### src/rtl/hilo_alu_control.sv
// rtl/hilo_alu_control.sv - decode-stage ALU op decode, HI/LO registers and iterative mul/div sequencer
module hilo_alu_control #(
    parameter int WIDTH = 32
) (
    input  logic             clk,
    input  logic             rst_b,
    input  logic [5:0]       opcode,
    input  logic [5:0]       funct,
    input  logic             issue,
    input  logic [WIDTH-1:0] rs_data,
    input  logic [WIDTH-1:0] rt_data,
    output logic [3:0]       alu_op,
    output logic             stall,
    output logic [WIDTH-1:0] hilo_rdata,
    output logic [WIDTH-1:0] hi,
    output logic [WIDTH-1:0] lo,
    output logic             busy,
    output logic             div_zero
);

    localparam logic [3:0] ALU_undef   = 4'hF;
    localparam logic [3:0] ALU_add     = 4'h1;
    localparam logic [3:0] ALU_sub     = 4'h2;
    localparam logic [3:0] ALU_AND     = 4'h3;
    localparam logic [3:0] ALU_OR      = 4'h4;
    localparam logic [3:0] ALU_XOR     = 4'h5;
    localparam logic [3:0] ALU_NOR     = 4'h6;
    localparam logic [3:0] ALU_slt     = 4'h7;
    localparam logic [3:0] ALU_sltu    = 4'h8;
    localparam logic [3:0] ALU_sll     = 4'h9;
    localparam logic [3:0] ALU_srl     = 4'hA;
    localparam logic [3:0] ALU_sra     = 4'hB;
    localparam logic [3:0] ALU_rs_pass = 4'hC;
    localparam logic [3:0] ALU_slli    = 4'hD;

    localparam logic [5:0] OP_SPECIAL = 6'h00;
    localparam logic [5:0] OP_ADDI    = 6'h08;
    localparam logic [5:0] OP_ADDIU   = 6'h09;
    localparam logic [5:0] OP_SLTI    = 6'h0A;
    localparam logic [5:0] OP_SLTIU   = 6'h0B;
    localparam logic [5:0] OP_ANDI    = 6'h0C;
    localparam logic [5:0] OP_ORI     = 6'h0D;
    localparam logic [5:0] OP_XORI    = 6'h0E;
    localparam logic [5:0] OP_LUI     = 6'h0F;
    localparam logic [5:0] OP_LB      = 6'h20;
    localparam logic [5:0] OP_LW      = 6'h23;
    localparam logic [5:0] OP_SB      = 6'h28;
    localparam logic [5:0] OP_SW      = 6'h2B;

    localparam logic [5:0] FN_SLL     = 6'h00;
    localparam logic [5:0] FN_SRL     = 6'h02;
    localparam logic [5:0] FN_SRA     = 6'h03;
    localparam logic [5:0] FN_JR      = 6'h08;
    localparam logic [5:0] FN_SYSCALL = 6'h0C;
    localparam logic [5:0] FN_MFHI    = 6'h10;
    localparam logic [5:0] FN_MTHI    = 6'h11;
    localparam logic [5:0] FN_MFLO    = 6'h12;
    localparam logic [5:0] FN_MTLO    = 6'h13;
    localparam logic [5:0] FN_MULT    = 6'h18;
    localparam logic [5:0] FN_MULTU   = 6'h19;
    localparam logic [5:0] FN_DIV     = 6'h1A;
    localparam logic [5:0] FN_DIVU    = 6'h1B;
    localparam logic [5:0] FN_ADD     = 6'h20;
    localparam logic [5:0] FN_ADDU    = 6'h21;
    localparam logic [5:0] FN_SUB     = 6'h22;
    localparam logic [5:0] FN_SUBU    = 6'h23;
    localparam logic [5:0] FN_AND     = 6'h24;
    localparam logic [5:0] FN_OR      = 6'h25;
    localparam logic [5:0] FN_XOR     = 6'h26;
    localparam logic [5:0] FN_NOR     = 6'h27;
    localparam logic [5:0] FN_SLT     = 6'h2A;
    localparam logic [5:0] FN_SLTU    = 6'h2B;

    localparam int CW = $clog2(WIDTH + 1);

    typedef enum logic [1:0] {
        S_IDLE = 2'd0,
        S_MUL  = 2'd1,
        S_DIV  = 2'd2,
        S_FIX  = 2'd3
    } state_e;

    state_e           state_q, state_d;
    logic [CW-1:0]    cnt_q, cnt_d;
    logic [WIDTH-1:0] acc_q, acc_d;
    logic [WIDTH-1:0] a_q, a_d;
    logic [WIDTH-1:0] b_q, b_d;
    logic             neg_q, neg_d;
    logic             rneg_q, rneg_d;
    logic             div_q, div_d;
    logic [WIDTH-1:0] hi_q, hi_d;
    logic [WIDTH-1:0] lo_q, lo_d;

    logic dec_hilo, dec_mfhi, dec_mflo, dec_mthi, dec_mtlo;
    logic dec_mul, dec_div, dec_signed;
    logic accept;

    always_comb begin
        alu_op     = ALU_undef;
        dec_hilo   = 1'b0;
        dec_mfhi   = 1'b0;
        dec_mflo   = 1'b0;
        dec_mthi   = 1'b0;
        dec_mtlo   = 1'b0;
        dec_mul    = 1'b0;
        dec_div    = 1'b0;
        dec_signed = 1'b0;
        if (opcode == OP_SPECIAL) begin
            case (funct)
                FN_ADD, FN_ADDU: alu_op = ALU_add;
                FN_SUB, FN_SUBU: alu_op = ALU_sub;
                FN_AND:          alu_op = ALU_AND;
                FN_OR:           alu_op = ALU_OR;
                FN_XOR:          alu_op = ALU_XOR;
                FN_NOR:          alu_op = ALU_NOR;
                FN_SLT:          alu_op = ALU_slt;
                FN_SLTU:         alu_op = ALU_sltu;
                FN_SLL:          alu_op = ALU_sll;
                FN_SRL:          alu_op = ALU_srl;
                FN_SRA:          alu_op = ALU_sra;
                FN_SYSCALL, FN_JR: alu_op = 4'h0;
                FN_MFHI: begin alu_op = ALU_rs_pass; dec_hilo = 1'b1; dec_mfhi = 1'b1; end
                FN_MFLO: begin alu_op = ALU_rs_pass; dec_hilo = 1'b1; dec_mflo = 1'b1; end
                FN_MTHI: begin alu_op = 4'h0; dec_hilo = 1'b1; dec_mthi = 1'b1; end
                FN_MTLO: begin alu_op = 4'h0; dec_hilo = 1'b1; dec_mtlo = 1'b1; end
                FN_MULT:  begin alu_op = 4'h0; dec_hilo = 1'b1; dec_mul = 1'b1; dec_signed = 1'b1; end
                FN_MULTU: begin alu_op = 4'h0; dec_hilo = 1'b1; dec_mul = 1'b1; end
                FN_DIV:   begin alu_op = 4'h0; dec_hilo = 1'b1; dec_div = 1'b1; dec_signed = 1'b1; end
                FN_DIVU:  begin alu_op = 4'h0; dec_hilo = 1'b1; dec_div = 1'b1; end
                default:  alu_op = ALU_undef;
            endcase
        end else begin
            case (opcode)
                OP_LW, OP_LB, OP_SW, OP_SB, OP_ADDI, OP_ADDIU: alu_op = ALU_add;
                OP_ANDI:  alu_op = ALU_AND;
                OP_ORI:   alu_op = ALU_OR;
                OP_XORI:  alu_op = ALU_XOR;
                OP_SLTI:  alu_op = ALU_slt;
                OP_SLTIU: alu_op = ALU_sltu;
                OP_LUI:   alu_op = ALU_slli;
                default:  alu_op = ALU_undef;
            endcase
        end
    end

    assign busy   = (state_q != S_IDLE);
    assign stall  = busy && issue && dec_hilo;
    assign accept = issue && !stall;

    // Sequencer datapath works on magnitudes; signs are restored in FIX.
    logic [WIDTH-1:0]   rs_abs, rt_abs, mul_addend, quot_fix, rem_fix;
    logic [WIDTH:0]     mul_sum, div_shift, div_trial;
    logic [2*WIDTH-1:0] prod_mag, prod_fix;

    assign rs_abs     = (dec_signed && rs_data[WIDTH-1]) ? -rs_data : rs_data;
    assign rt_abs     = (dec_signed && rt_data[WIDTH-1]) ? -rt_data : rt_data;
    assign mul_addend = a_q[0] ? b_q : '0;
    assign mul_sum    = {1'b0, acc_q} + {1'b0, mul_addend};
    assign div_shift  = {acc_q, a_q[WIDTH-1]};
    assign div_trial  = div_shift - {1'b0, b_q};
    assign prod_mag   = {acc_q, a_q};
    assign prod_fix   = neg_q ? -prod_mag : prod_mag;
    assign quot_fix   = neg_q ? -a_q : a_q;
    assign rem_fix    = rneg_q ? -acc_q : acc_q;

    always_ff @(posedge clk or negedge rst_b) begin
        if (!rst_b) begin
            state_q <= S_IDLE;
            cnt_q   <= '0;
            acc_q   <= '0;
            a_q     <= '0;
            b_q     <= '0;
            neg_q   <= 1'b0;
            rneg_q  <= 1'b0;
            div_q   <= 1'b0;
            hi_q    <= '0;
            lo_q    <= '0;
        end else begin
            state_q <= state_d;
            cnt_q   <= cnt_d;
            acc_q   <= acc_d;
            a_q     <= a_d;
            b_q     <= b_d;
            neg_q   <= neg_d;
            rneg_q  <= rneg_d;
            div_q   <= div_d;
            hi_q    <= hi_d;
            lo_q    <= lo_d;
        end
    end

    always_comb begin
        state_d = state_q;
        cnt_d   = cnt_q;
        acc_d   = acc_q;
        a_d     = a_q;
        b_d     = b_q;
        neg_d   = neg_q;
        rneg_d  = rneg_q;
        div_d   = div_q;
        hi_d    = hi_q;
        lo_d    = lo_q;
        case (state_q)
            S_IDLE: begin
                if (accept && (dec_mul || dec_div)) begin
                    a_d     = rs_abs;
                    b_d     = rt_abs;
                    acc_d   = '0;
                    cnt_d   = CW'(WIDTH);
                    div_d   = dec_div;
                    neg_d   = dec_signed && (rs_data[WIDTH-1] ^ rt_data[WIDTH-1]);
                    rneg_d  = dec_signed && rs_data[WIDTH-1];
                    state_d = dec_div ? S_DIV : S_MUL;
                end
                if (accept && dec_mthi) hi_d = rs_data;
                if (accept && dec_mtlo) lo_d = rs_data;
            end
            S_MUL: begin
                // {acc, a} shifts right as one 2*WIDTH product register.
                acc_d = mul_sum[WIDTH:1];
                a_d   = {mul_sum[0], a_q[WIDTH-1:1]};
                cnt_d = cnt_q - CW'(1);
                if (cnt_q == CW'(1)) state_d = S_FIX;
            end
            S_DIV: begin
                if (!div_trial[WIDTH]) begin
                    acc_d = div_trial[WIDTH-1:0];
                    a_d   = {a_q[WIDTH-2:0], 1'b1};
                end else begin
                    acc_d = div_shift[WIDTH-1:0];
                    a_d   = {a_q[WIDTH-2:0], 1'b0};
                end
                cnt_d = cnt_q - CW'(1);
                if (cnt_q == CW'(1)) state_d = S_FIX;
            end
            S_FIX: begin
                if (div_q) begin
                    // Zero divisor leaves |rs| in acc, so rem_fix reproduces rs.
                    lo_d = (b_q == '0) ? '1 : quot_fix;
                    hi_d = rem_fix;
                end else begin
                    {hi_d, lo_d} = prod_fix;
                end
                state_d = S_IDLE;
            end
            default: state_d = S_IDLE;
        endcase
    end

    assign div_zero   = (state_q == S_FIX) && div_q && (b_q == '0);
    assign hi         = hi_q;
    assign lo         = lo_q;
    assign hilo_rdata = dec_mfhi ? hi_q : (dec_mflo ? lo_q : '0);

endmodule

### config.mk
export PLATFORM = sky130hd
export DESIGN_NAME = hilo_alu_control
export DESIGN_NICKNAME = d
export VERILOG_FILES = /design/src/rtl/hilo_alu_control.sv
export SDC_FILE = /design/constraint.sdc
export NUM_CORES = 1
export LEC_CHECK = 0
export CAP_MARGIN = 20
export CORE_MARGIN = 5
export CORE_UTILIZATION = 55
export DETAILED_ROUTE_END_ITERATION = 10
export HOLD_SLACK_MARGIN = 0.1
export PLACE_DENSITY_LB_ADDON = 0.05
export SYNTH_ARGS = -nofsm -noshare
export SYNTH_HDL_FRONTEND = slang
export SYNTH_SLANG_ARGS = --single-unit
### constraint.sdc
create_clock -name clk -period 5.3 [get_ports clk]
set_input_delay 0.795 -clock clk [delete_from_list [all_inputs] [get_ports clk]]
set_output_delay 0.795 -clock clk [all_outputs]
set_load 0.1 [all_outputs]
# ---- Yosys cells after proc, flatten, opt, wreduce, memory -nomap -nowiden
# Cells that the tools add are included.
dict set report word_totals {
  regBits 171
  in_bits 79
  out_inout_bits 103
  elab_cells 144
}
dict set report op_classes {
  n_addsub 8
  n_eq_ne 42
  mux 46
  bitwise_logic 1
  reduce_logical 37
}
# cell n
set ops {}
lappend ops {{2-to-1 mux 32 bit} 15}
lappend ops {{case mux 32 bit (3 select lines)} 2}
lappend ops {{negator 32 bit} 4}
lappend ops {{case mux 32 bit (2 select lines)} 2}
lappend ops {{== test 6 bit (second input constant)} 14}
lappend ops {{2-to-1 mux 64 bit} 1}
lappend ops {{negator 64 bit} 1}
lappend ops {{== test 6 x 4 -> 1 bit (second input constant)} 10}
lappend ops {{case mux 4 bit (13 select lines)} 1}
lappend ops {{== test 6 x 5 -> 1 bit (second input constant)} 8}
lappend ops {{adder 32 x 32 -> 33 bit} 1}
lappend ops {{subtractor 33 x 32 -> 33 bit} 1}
lappend ops {{logical NOT 32 bit} 1}
lappend ops {{case mux 4 bit (7 select lines)} 1}
lappend ops {{2-to-1 mux 1 bit} 17}
lappend ops {{OR reduction 8 bit} 2}
lappend ops {{OR reduction 2 bit} 7}
lappend ops {{== test 6 x 2 -> 1 bit (second input constant)} 2}
lappend ops {{logical NOT 6 bit} 2}
lappend ops {{case mux 6 bit (2 select lines)} 1}
lappend ops {{AND reduction 2 bit} 6}
lappend ops {{logical AND 1 bit} 11}
lappend ops {{== test 6 x 1 -> 1 bit (second input constant)} 1}
lappend ops {{2-to-1 mux 2 bit} 3}
lappend ops {{15 further kinds} 20}

# ---- Logic depth before layout (Yosys ltp)
dict set report logic_depth {
  depth_word 10
  mapped_depth 15
  ltp_nobuf 13
}

# ---- Least setup slack after synthesis
# No wires, ideal clock.
dict set report synth_timing {
  path_kind {input-to-output}
  start {in opcode[2]}
  end {out stall}
  t_arrival_ps 4773
  required_time_ps 4505
  slack_ps -268
  cell_stages 4
  path_cell_list {or4_1 > nor2_1 > nand2_1 > nor4b_1}
}
dict set report synth_between {
  elab_chain_len 3
}
# item line_no
set synth_lines {}
lappend synth_lines {{start: declaration} 7} ;# input logic [5:0] opcode,
lappend synth_lines {{logical NOT 6 bit} 108} ;# if (opcode == OP_SPECIAL) begin
lappend synth_lines {{2-to-1 mux 1 bit} 108}
lappend synth_lines {{logical AND 1 bit} 147} ;# assign stall = busy && issue && dec_hilo;
lappend synth_lines {{end: declaration} 13} ;# output logic stall,
# Every way passes these cells.

# ---- Final worst setup path
dict set report layout_timing {
  start {reg a_q[0]}
  end {reg acc_q[29]}
}
dict set report layout_between {
  elab_chain_len 3
}
# item line_no
set layout_lines {}
lappend layout_lines {{start: declaration} 86} ;# logic [WIDTH-1:0] a_q, a_d;
lappend layout_lines {{start signal: assignment} 171} ;# a_q <= '0;
lappend layout_lines {{start signal: assignment} 182} ;# a_q <= a_d;
lappend layout_lines {{2-to-1 mux 32 bit} 157} ;# assign mul_addend = a_q[0] ? b_q : '0;
lappend layout_lines {{adder 32 x 32 -> 33 bit} 158} ;# assign mul_sum = {1'b0, acc_q} + {1'b0, mul_addend};
lappend layout_lines {{case mux 32 bit (3 select lines)} 203} ;# case (state_q)
lappend layout_lines {{end signal: assignment} 170} ;# acc_q <= '0;
lappend layout_lines {{end signal: assignment} 181} ;# acc_q <= acc_d;
lappend layout_lines {{end: declaration} 85} ;# logic [WIDTH-1:0] acc_q, acc_d;
# Every way passes these cells.
# A chain may end at the register's enable or synchronous reset.

==> impl_metrics.tcl <==
set metrics [dict create \
    run_status "finished, final reports clean" \
    detail_route.drc_violations 0 \
    ff_latch_area_um2 4279 \
    drtPass1Iterations 8 \
    numCtsBuffers 17 \
    dominantRegCellSynth "sky130_fd_sc_hd__dfrtp_1" \
    hold_path.class "in -> async" \
    timing.max_slew.rel_slack_pct 27.01 \
    worst-endpoint-arrival_ns 4.46 \
    ctsResizeCount 0 \
    worst_slew_pin_slew_ns 1.088 \
    tritoncts "built" \
    timing.critical_path.buf_inv 3 \
    timing.critical_path.from_type "flop" \
    power.clock.fraction_pct 42.5 \
    power_density_nw_per_um2 169.5 \
    finalMaxSlewViolations 0 \
    grt_setup_unrepaired "no" \
    timing.critical_path.cells "buf_4, inv_1, buf_4, nor2_1, ha_1, a21oi_1, o21ai_0, a2111oi_0, nor3_1, o21a_1, a211o_1, xnor2_1, a22oi_1, o221ai_1" \
    port_buffers 181 \
    drive_gt1_share_pct 6.702 \
    cellLeakagePower_nw 7.404 \
    fmax_mhz 240.4 \
    worstSetupPathType "reg -> reg" \
    finalSetupViolations 0 \
    area_growth_syn_to_layout_pct 18.85 \
    clkSlewWorstSetupHoldPaths_ns 0.09 \
    cp_max_fo 26 \
    holdBufCountCts 0 \
    synthSimpleGateAreaFrac_pct 19.98 \
    finalWorstPathRequiredPeriod_ns 4.160 \
    final_common_cell "sky130_fd_sc_hd__nand2_1" \
    switchingPower_mw 0.9783 \
    fill_cells 2477 \
    grt_total_usage_pct 33.87 \
    yosys_warnings 0 \
    place_congestion 0.9464 \
    crit_required_ns 5.60 \
    synth_top_family_by_area "compound AO/OA/AOI/OAI gates" \
    worst_skew_pair.late_latency_ns 0.45 \
    synthesis.nets 2137 \
    worst_clock_skew_ns 0.02027 \
    crit_path_end_kind "flop" \
    place_hpwl_um 41020 \
    timing.final.hold_violations 0 \
    max_cap_viol_count 0 \
    dieWidth_um 177.8 \
    multi_input_gate_area_in_the_final_layout_um2 10450 \
    initial_antenna_violation_count 1 \
    finalWirelength_um 53960 \
    initial_utilization_pct 55.73 \
    place.detailed.instances 2435 \
    dr_total_vias 15980 \
    synthesis.area_um2 15480 \
    syn_avg_cell_area_um2 7.815 \
    global_route_wire_length_before_repair_um 84150 \
    detail-route-antenna-nets 0 \
    yosys-mux-area-fraction_pct 2.974 \
    crit_path_frequent_cell "sky130_fd_sc_hd__buf_4" \
    vias_per_cell 6.478 \
    number_of_synthesized_register_bits 171 \
    combinationalPowerShare_pct 14.4 \
    cts_setup_buffers 0 \
    clk_path_buf_depth 2 \
    die_area_um2 31610 \
    cts.root.buffer_cell "sky130_fd_sc_hd__clkbuf_16" \
    core.rowCount 61 \
    first_global_vias 15010 \
    finalHoldWorstSlack_ns 0.3394 \
    synth_compound_gate_area_share_pct 28.14 \
    fin_tns_setup_ns 0 \
    synth.lib_cells_used.distinct 85 \
    power_switching_share_pct 31.37 \
    io-pin-count 182 \
    num-nets-final 2232 \
    detail_route.wl_per_cell_um 21.87 \
    post-route-period-util_pct 78.49 \
    cpMaxStageDelayCell "sky130_fd_sc_hd__a2111oi_0" \
    cts_sinks 171 \
    core_um2 27780 \
    portion_of_total_power_attributed_to_sequential_cells_pct 43.1 \
    grt-ovfl-total 0 \
    slowest_delay_ns 0.81 \
    synth_edf_count 0 \
    most-common-layout-cells "sky130_fd_sc_hd__nand2_1 (205), sky130_fd_sc_hd__nor2_1 (192), sky130_fd_sc_hd__dfrtp_1 (171), sky130_fd_sc_hd__o21ai_0 (167), sky130_fd_sc_hd__a21oi_1 (156)" \
    internal_power_mw 2.140 \
    fp.dieH_um 177.8 \
    synth-async-reset-ratio_pct 100.0 \
    largest_net_degree_at_the_start_of_global_routing 103 \
    syn_inst 1981 \
    antenna_cells_inserted 0 \
    peakVddDrop_mv 0.2018 \
    synthXorXnorAreaFrac_pct 9.730 \
    synthAdderAreaFrac_pct 6.320 \
    sequential_cell_area_fraction_in_the_yosys_report_pct 27.64 \
    first_iter_violations 1563 \
    cp_top_family "compound AO/OA/AOI/OAI gates" \
    h_tree_level_count 4 \
    final_cells 2467 \
]
==> stage by stage <==
stage          util (%)  instance area [um2]  power, mW  setup slack, ns
2_1_floorplan         -                15490      1.620           0.8497
3_3_place_gp      64.08                17800      1.814           0.9044
3_5_place_dp      64.08                17800      1.817           0.8825
4_1_cts           66.23                18400      3.125            1.202
5_1_grt           66.23                18400      3.203           0.8898
6_report          66.23                18400      3.118            1.140
==> final cells by class <==
class / count / share of cell area [%]
Multi-Input combinational cell: 1605 / 56.79
Sequential cell: 171 / 23.26
Tap cell: 378 / 2.570
Clock buffer: 18 / 2.332
Timing Repair Buffer: 206 / 12.60
Clock inverter: 14 / 0.9180
Inverter: 75 / 1.530
==> kinds of logic (layout without fill, tap and decap cells) <==
logic type | Yosys count | after routing
adder cells (fa/ha/maj) | 77 | 77
buffers and inverters | 205 | 313
flip-flops | 171 | 171
AND/OR/NAND/NOR | 648 | 648
XOR/XNOR | 172 | 172
multiplexers | 45 | 45
AO/OA/AOI/OAI | 663 | 663
==> sequential cells by signal (all words and copies together) (netlist names) <==
name     cells
a_q         32
acc_q       32
b_q         32
cnt_q        6
div_q        1
hi          32
lo          32
neg_q        1
rneg_q       1
state_q      2
==> cell usage after synthesis, types with 19 or more instances <==
cell | count | area share [%]
sky130_fd_sc_hd__nand3_1 | 37 | 1.2
sky130_fd_sc_hd__a22o_1 | 33 | 1.9
sky130_fd_sc_hd__o21ai_0 | 168 | 5.4
sky130_fd_sc_hd__a21oi_1 | 156 | 5.0
sky130_fd_sc_hd__a22oi_1 | 34 | 1.6
sky130_fd_sc_hd__buf_2 | 21 | 0.68
sky130_fd_sc_hd__nor2_1 | 193 | 4.7
sky130_fd_sc_hd__dfrtp_1 | 171 | 28
sky130_fd_sc_hd__clkbuf_1 | 102 | 2.5
sky130_fd_sc_hd__o22a_1 | 19 | 1.1
sky130_fd_sc_hd__xnor2_1 | 86 | 4.9
sky130_fd_sc_hd__a221oi_1 | 22 | 1.2
sky130_fd_sc_hd__o31ai_1 | 52 | 2.5
sky130_fd_sc_hd__xor2_1 | 86 | 4.9
sky130_fd_sc_hd__nor3_1 | 42 | 1.4
sky130_fd_sc_hd__a31oi_1 | 19 | 0.77
sky130_fd_sc_hd__nor4_1 | 19 | 0.77
sky130_fd_sc_hd__ha_1 | 75 | 6.1
sky130_fd_sc_hd__mux2i_1 | 37 | 2.4
sky130_fd_sc_hd__inv_1 | 74 | 1.8
sky130_fd_sc_hd__nand2_1 | 205 | 5.0
sky130_fd_sc_hd__a21o_1 | 34 | 1.6
==> routing by layer <==
| layer | track usage [%] | vias up | routed length [um] |
|---|---|---|---|
| li1 | - | 7429 | - |
| met1 | 43.64 | 7622 | 21370 |
| met2 | 55.86 | 793 | 25090 |
| met3 | 5.283 | 136 | 4665 |
| met4 | 16.05 | 2 | 2824 |
| met5 | 0 | - | 13 |
==> path summary, 6_finish.rpt <==
check,startpoint,end,slack (ns),cells after the start
setup / recovery,a_q[0],acc_q[29],1.14,14
setup reg to reg,a_q[0],acc_q[29],1.14,14
min in group clk,b_q[29],b_q[29],0.49,2
max in group asynchronous,rst_b,acc_q[16],3.96,2
hold reg to reg,b_q[29],b_q[29],0.49,2
hold / removal,rst_b,a_q[8],0.34,1
==> worst register-to-register path, stage by stage (launching register included) <==
cell and delay (ns):
sky130_fd_sc_hd__dfrtp_1 0.36, sky130_fd_sc_hd__buf_4 0.18, sky130_fd_sc_hd__inv_1 0.25, sky130_fd_sc_hd__buf_4 0.36, sky130_fd_sc_hd__nor2_1 0.10, sky130_fd_sc_hd__ha_1 0.37
sky130_fd_sc_hd__a21oi_1 0.16, sky130_fd_sc_hd__o21ai_0 0.13, sky130_fd_sc_hd__a2111oi_0 0.81, sky130_fd_sc_hd__nor3_1 0.24, sky130_fd_sc_hd__o21a_1 0.28, sky130_fd_sc_hd__a211o_1 0.31
sky130_fd_sc_hd__xnor2_1 0.14, sky130_fd_sc_hd__a22oi_1 0.17, sky130_fd_sc_hd__o221ai_1 0.14
==> power by group through the flow <==
| stage | Combinational, mW | Sequential (mW) | Clock, mW |
|---|---|---|---|
| floorplan | 0.0961 | 1.52 | 0 |
| global placement | 0.444 | 1.37 | 0 |
| detailed placement | 0.446 | 1.37 | 0 |
| CTS | 0.449 | 1.34 | 1.33 |
| global route | 0.469 | 1.35 | 1.39 |
| finish | 0.449 | 1.34 | 1.32 |
Power figures use the tool's default switching activity.
